### src/rtl/mux_pkg.sv
// Shared constants and helpers for the 8-channel fan-in/fan-out datapath.
package mux_pkg;

   localparam int NUM_CH = 8;
   localparam int SEL_W  = 3;

   // Returns the LSB position of channel idx inside a flattened bus.
   function automatic int ch_lsb(input int idx, input int width);
      return idx * width;
   endfunction

endpackage

### src/rtl/rr_arbiter_8.sv
// Combinational 8-way rotating-priority arbiter: scans req upward from ptr with wrap.
module rr_arbiter_8
   import mux_pkg::*;
(
   input  logic [NUM_CH-1:0] req,
   input  logic [SEL_W-1:0]  ptr,
   input  logic              en,
   output logic [NUM_CH-1:0] gnt,
   output logic [SEL_W-1:0]  gnt_idx,
   output logic              any
);

   logic [SEL_W-1:0] w_idx;

   always_comb begin
      gnt     = '0;
      gnt_idx = '0;
      any     = 1'b0;
      w_idx   = '0;
      // 3-bit addition wraps 7->0, giving the circular scan order for free.
      for (int k = 0; k < NUM_CH; k++) begin
         w_idx = ptr + SEL_W'(k);
         if (en && !any && req[w_idx]) begin
            gnt[w_idx] = 1'b1;
            gnt_idx    = w_idx;
            any        = 1'b1;
         end
      end
   end

endmodule

### src/rtl/rr_mux_8to1.sv
// Round-robin 8:1 fan-in: one registered output beat tagged with its source channel.
module rr_mux_8to1
   import mux_pkg::*;
#(
   parameter int WIDTH = 8
) (
   input  logic                      clk,
   input  logic                      reset,
   input  logic [NUM_CH-1:0]         in_valid,
   input  logic [NUM_CH*WIDTH-1:0]   in_data,
   output logic [NUM_CH-1:0]         in_ready,
   output logic                      out_valid,
   output logic [WIDTH-1:0]          out_data,
   output logic [SEL_W-1:0]          out_sel,
   input  logic                      out_ready
);

   logic               r_out_valid;
   logic [WIDTH-1:0]   r_out_data;
   logic [SEL_W-1:0]   r_out_sel;
   logic [SEL_W-1:0]   r_ptr;

   logic               w_load;
   logic               w_en;
   logic [NUM_CH-1:0]  w_gnt;
   logic [SEL_W-1:0]   w_gnt_idx;
   logic               w_any;
   logic [WIDTH-1:0]   w_data;

   // Holding register accepts a beat when empty or draining this cycle.
   assign w_load = ~r_out_valid | out_ready;
   assign w_en   = w_load & ~reset;

   rr_arbiter_8 u_arb (
      .req     (in_valid),
      .ptr     (r_ptr),
      .en      (w_en),
      .gnt     (w_gnt),
      .gnt_idx (w_gnt_idx),
      .any     (w_any)
   );

   // Grant is one-hot, so an AND-OR select of the winning channel suffices.
   always_comb begin
      w_data = '0;
      for (int i = 0; i < NUM_CH; i++) begin
         if (w_gnt[i]) w_data = in_data[ch_lsb(i, WIDTH) +: WIDTH];
      end
   end

   always_ff @(posedge clk) begin
      if (reset) begin
         r_out_valid <= 1'b0;
         r_out_data  <= '0;
         r_out_sel   <= '0;
         r_ptr       <= '0;
      end else if (w_any) begin
         r_out_valid <= 1'b1;
         r_out_data  <= w_data;
         r_out_sel   <= w_gnt_idx;
         r_ptr       <= w_gnt_idx + SEL_W'(1);
      end else if (out_ready) begin
         r_out_valid <= 1'b0;
      end
   end

   assign in_ready  = w_gnt;
   assign out_valid = r_out_valid;
   assign out_data  = r_out_data;
   assign out_sel   = r_out_sel;

endmodule

### config.mk
export PLATFORM = sky130hd
export DESIGN_NAME = rr_mux_8to1
export DESIGN_NICKNAME = d
export VERILOG_FILES = /design/src/rtl/mux_pkg.sv /design/src/rtl/rr_arbiter_8.sv /design/src/rtl/rr_mux_8to1.sv
export SDC_FILE = /design/constraint.sdc
export NUM_CORES = 1
export LEC_CHECK = 0
export CAP_MARGIN = 20
export CORE_MARGIN = 2
export CORE_UTILIZATION = 50
export DETAILED_ROUTE_END_ITERATION = 12
export PLACE_DENSITY = 0.87
export SYNTH_ARGS = -nofsm -noshare
export SYNTH_HDL_FRONTEND = slang
export SYNTH_SLANG_ARGS = --single-unit
### constraint.sdc
create_clock -name clk -period 6.3 [get_ports clk]
set_input_delay 0.63 -clock clk [delete_from_list [all_inputs] [get_ports clk]]
set_output_delay 0.63 -clock clk [all_outputs]
set_load 0.02 [all_outputs]
==> qor.log <==
INFO  outcome        run_status=finished, final reports clean
INFO  die            top_level_ports=95
INFO  placement      gpl.final_weighted_congestion=1.08
INFO  sta            hold_worst_slack=0.467ns
INFO  die            floorplan.die_area=5860µm²
INFO  global_route   global_route.overflow_total=0
INFO  sta            final_setup_violation_count=0
INFO  sta            slew-limit-headroom=35.8%
INFO  worst_hold_path min-delay-path-class=reg2reg
INFO  setup_path     worstPathArrival=4.91ns
INFO  detailed_routing vias_per_cell=7.21
INFO  cells_and_area fillers=405
INFO  sta            period_needed=5.54ns
INFO  global_route   grt_pass1_vias=3306
INFO  sta            report.final.hold_viol_count=0
INFO  cts            holdBufCountCts=0
INFO  die            core_area=5110µm²
INFO  logic_synthesis ys_seq_area_share=11.4%
INFO  power_and_ir_drop final_total_power=2.03mW
INFO  cells_and_area final_nets=502
INFO  placement      numPlacedInstances=485
INFO  cts            post_cts_buffers=0
INFO  placement      placed_area=3570µm²
INFO  setup_path     cp-start-kind=flip-flop
INFO  sta            fraction_of_the_cycle_the_final_worst_path_needs=87.9%
INFO  logic_synthesis post_synth_instance_area=2630µm²
INFO  power_and_ir_drop vdd.ir_drop.worst=0.356mV
INFO  cells_and_area layout.core_utilization=70.8%
INFO  setup_path     criticalPathCategory=reg2out
INFO  global_route   grt_most_used_layer=met2
INFO  sta            finClkSkew=0.00291ns
INFO  global_route   grt_pass1_wl=17400µm
INFO  global_route   globalRouteMet3Util=4.86%
INFO  cells_and_area drive_above_1_share=8.11%
INFO  logic_synthesis syn-num-nets=418
INFO  sta            clock.fmax=181MHz
INFO  cts            tritoncts=done
INFO  detailed_routing finalWirelength=11000µm
INFO  logic_synthesis synth_edf_count=0
INFO  cts            cts-resized-gates=0
INFO  logic_synthesis netlist_instances=336
INFO  detailed_routing drtAntennaViolNets=0
INFO  detailed_routing mean_routed_wirelength_per_cell=22.5µm
INFO  global_route   met1_usage=49.0%
INFO  detailed_routing post-route-drc-count=0
INFO  die            floorplan.die.height=76.6µm
INFO  detailed_routing detailroute.via_count=3524
INFO  cts            worst_setup_hold_path_clk_slew=0.06ns
INFO  cells_and_area final_area=3610µm²
INFO  logic_synthesis synthTopCellsByCount=nand2_1 (40), nor2_1 (22), o21ai_0 (17)
INFO  sta            grt_setup_unrepaired=false
INFO  logic_synthesis synth.top_cells.by_area=dfxtp_1 (11%), nand2_1 (5.7%), mux2i_1 (4.2%)
INFO  logic_synthesis yosys.area.top_type_share=11.4%
INFO  logic_synthesis synth.avg_cell_area=7.83µm²
INFO  cells_and_area layout.cells.non_filler=489
INFO  detailed_routing detailed_router_iteration_count_before_antenna_repair=7
INFO  global_route   met2_usage=58.7%
INFO  cts            cts_buffer_depth=2
INFO  job            maxCapViolations=0
INFO  setup_path     cp.required=5.67ns
INFO  logic_synthesis synth.largest_area_cell=dfxtp_1
INFO  cts            cts-buffers-inserted=3
INFO  die            floorplan.initialDensity=51.5%
INFO  logic_synthesis ys_async_sr_fraction=0%
INFO  sta            timing_max_transition_violations_final=0
INFO  sta            postLayoutSetupSlackWorst=0.764ns
INFO  power_and_ir_drop power_density=561nW/µm²
INFO  setup_path     critical_path.max_fanout=20
INFO  die            chipWidth=76.6µm
INFO  cells_and_area area_delta_synth_final=37.3%
INFO  sta            worstMarginPinSlew=0.960ns
INFO  cells_and_area layout.area.seq=300µm²
INFO  global_route   grt_start_max_net_pins=39
INFO  logic_synthesis synth_warnings=0
INFO  detailed_routing drtIter0Drc=720
INFO  global_route   grt_use_total=36.3%
INFO  cts            cts.sinks=15
INFO  cts            clkLatencyLatePin=0.25ns
INFO  logic_synthesis synth_cell_types=75
INFO  global_route   grt_antenna_before_repair=0
INFO  sta            final.setup.tns=0ns
INFO  cts            ctsRootBufferMaster=clkbuf_8
INFO  logic_synthesis most_common_cell_in_the_synthesized_netlist=nand2_1
INFO  cells_and_area antenna_cells_inserted=0
INFO  logic_synthesis synthFlopType=dfxtp_1
INFO  cells_and_area multi_input_comb_area=2160µm²
INFO  placement      hpwlAfterDp=8300µm
INFO  placement      io_buffer_count=94
INFO  placement      preCtsSetupSlack=1.19ns
INFO  setup_path     crit_path_end_kind=primary output
INFO  cts            cts-htree-levels=1
INFO  die            placement_rows=26
INFO  logic_synthesis ys_seq_elements=15
INFO  power_and_ir_drop cellLeakagePower=1.25nW
-- state kept, by name, summed over array words and instances, names as in the netlist --
name,flops
out_data,8
out_sel,3
r_ptr,3
out_valid,1
-- worst max-delay path, stage by stage (launching register included) --
cell and delay, ns:
dfxtp_1 0.32, buf_4 0.25, inv_1 0.19, ha_1 0.80
nor2b_1 0.11, a2111oi_0 0.68, a211o_1 0.39, nand3_1 0.31
o31ai_1 0.35, a32oi_1 0.14, and3_1 0.31, clkinv_1 0.18
clkdlybuf4s50_1 0.63
-- where the power goes --
part           internal [mW]  leakage, nW  switching [mW]  total (mW)
clock                 0.0437       0.0255          0.0355      0.0792
sequential             0.146        0.126          0.0221       0.168
combinational          0.677         1.10            1.10        1.78
total                  0.867         1.25            1.16        2.03
-- placed cells by master, fill, tap and decap left out, types with 8 or more instances in the layout --
| master | count |
|---|---|
| mux2i_1 | 11 |
| nor2_1 | 22 |
| o211ai_1 | 10 |
| a222oi_1 | 9 |
| nand2b_1 | 11 |
| nand3_1 | 13 |
| a21boi_0 | 8 |
| nand2_1 | 40 |
| o221ai_1 | 10 |
| o21ai_0 | 17 |
| clkdlybuf4s50_1 | 94 |
| a21oi_1 | 9 |
| a2111oi_0 | 9 |
| dfxtp_1 | 15 |
-- final timing paths --
check | start | to | slack [ns] | cells past startpoint
hold / removal | out_sel[2] | out_sel[2] | 0.47 | 2
hold reg to reg | out_sel[2] | out_sel[2] | 0.47 | 2
setup / recovery | r_ptr[1] | in_ready[4] | 0.76 | 12
setup reg to reg | r_ptr[1] | out_data[7] | 1.25 | 12
-- metal layers --
layer	part of all wire [%]	wire, µm
met2	46	5080
met3	11	1250
met4	4.2	458
met5	0	0
met1	38	4220
-- cells by family (layout without fill, tap and decap cells) --
family,after synthesis,count (layout),share of synthesized area [%]
AND/OR/NAND/NOR,133,133,27.6
AO/OA/AOI/OAI,126,126,38.4
buffers and inverters,31,114,6.65
multiplexers,20,20,11.0
flip-flops,15,15,11.4
adder cells (fa/ha/maj),7,7,3.33
XOR/XNOR,4,4,1.62
-- area by class of cell --
class | instances | area share, %
multi-input cells | 290 | 59.7
flip-flops and latches | 15 | 8.31
well taps | 70 | 2.42
clock buffers | 3 | 1.14
clock inverters | 1 | 0.138
repair buffers | 100 | 27.3
inverters | 10 | 1.04
Power figures use the tool's default switching activity.
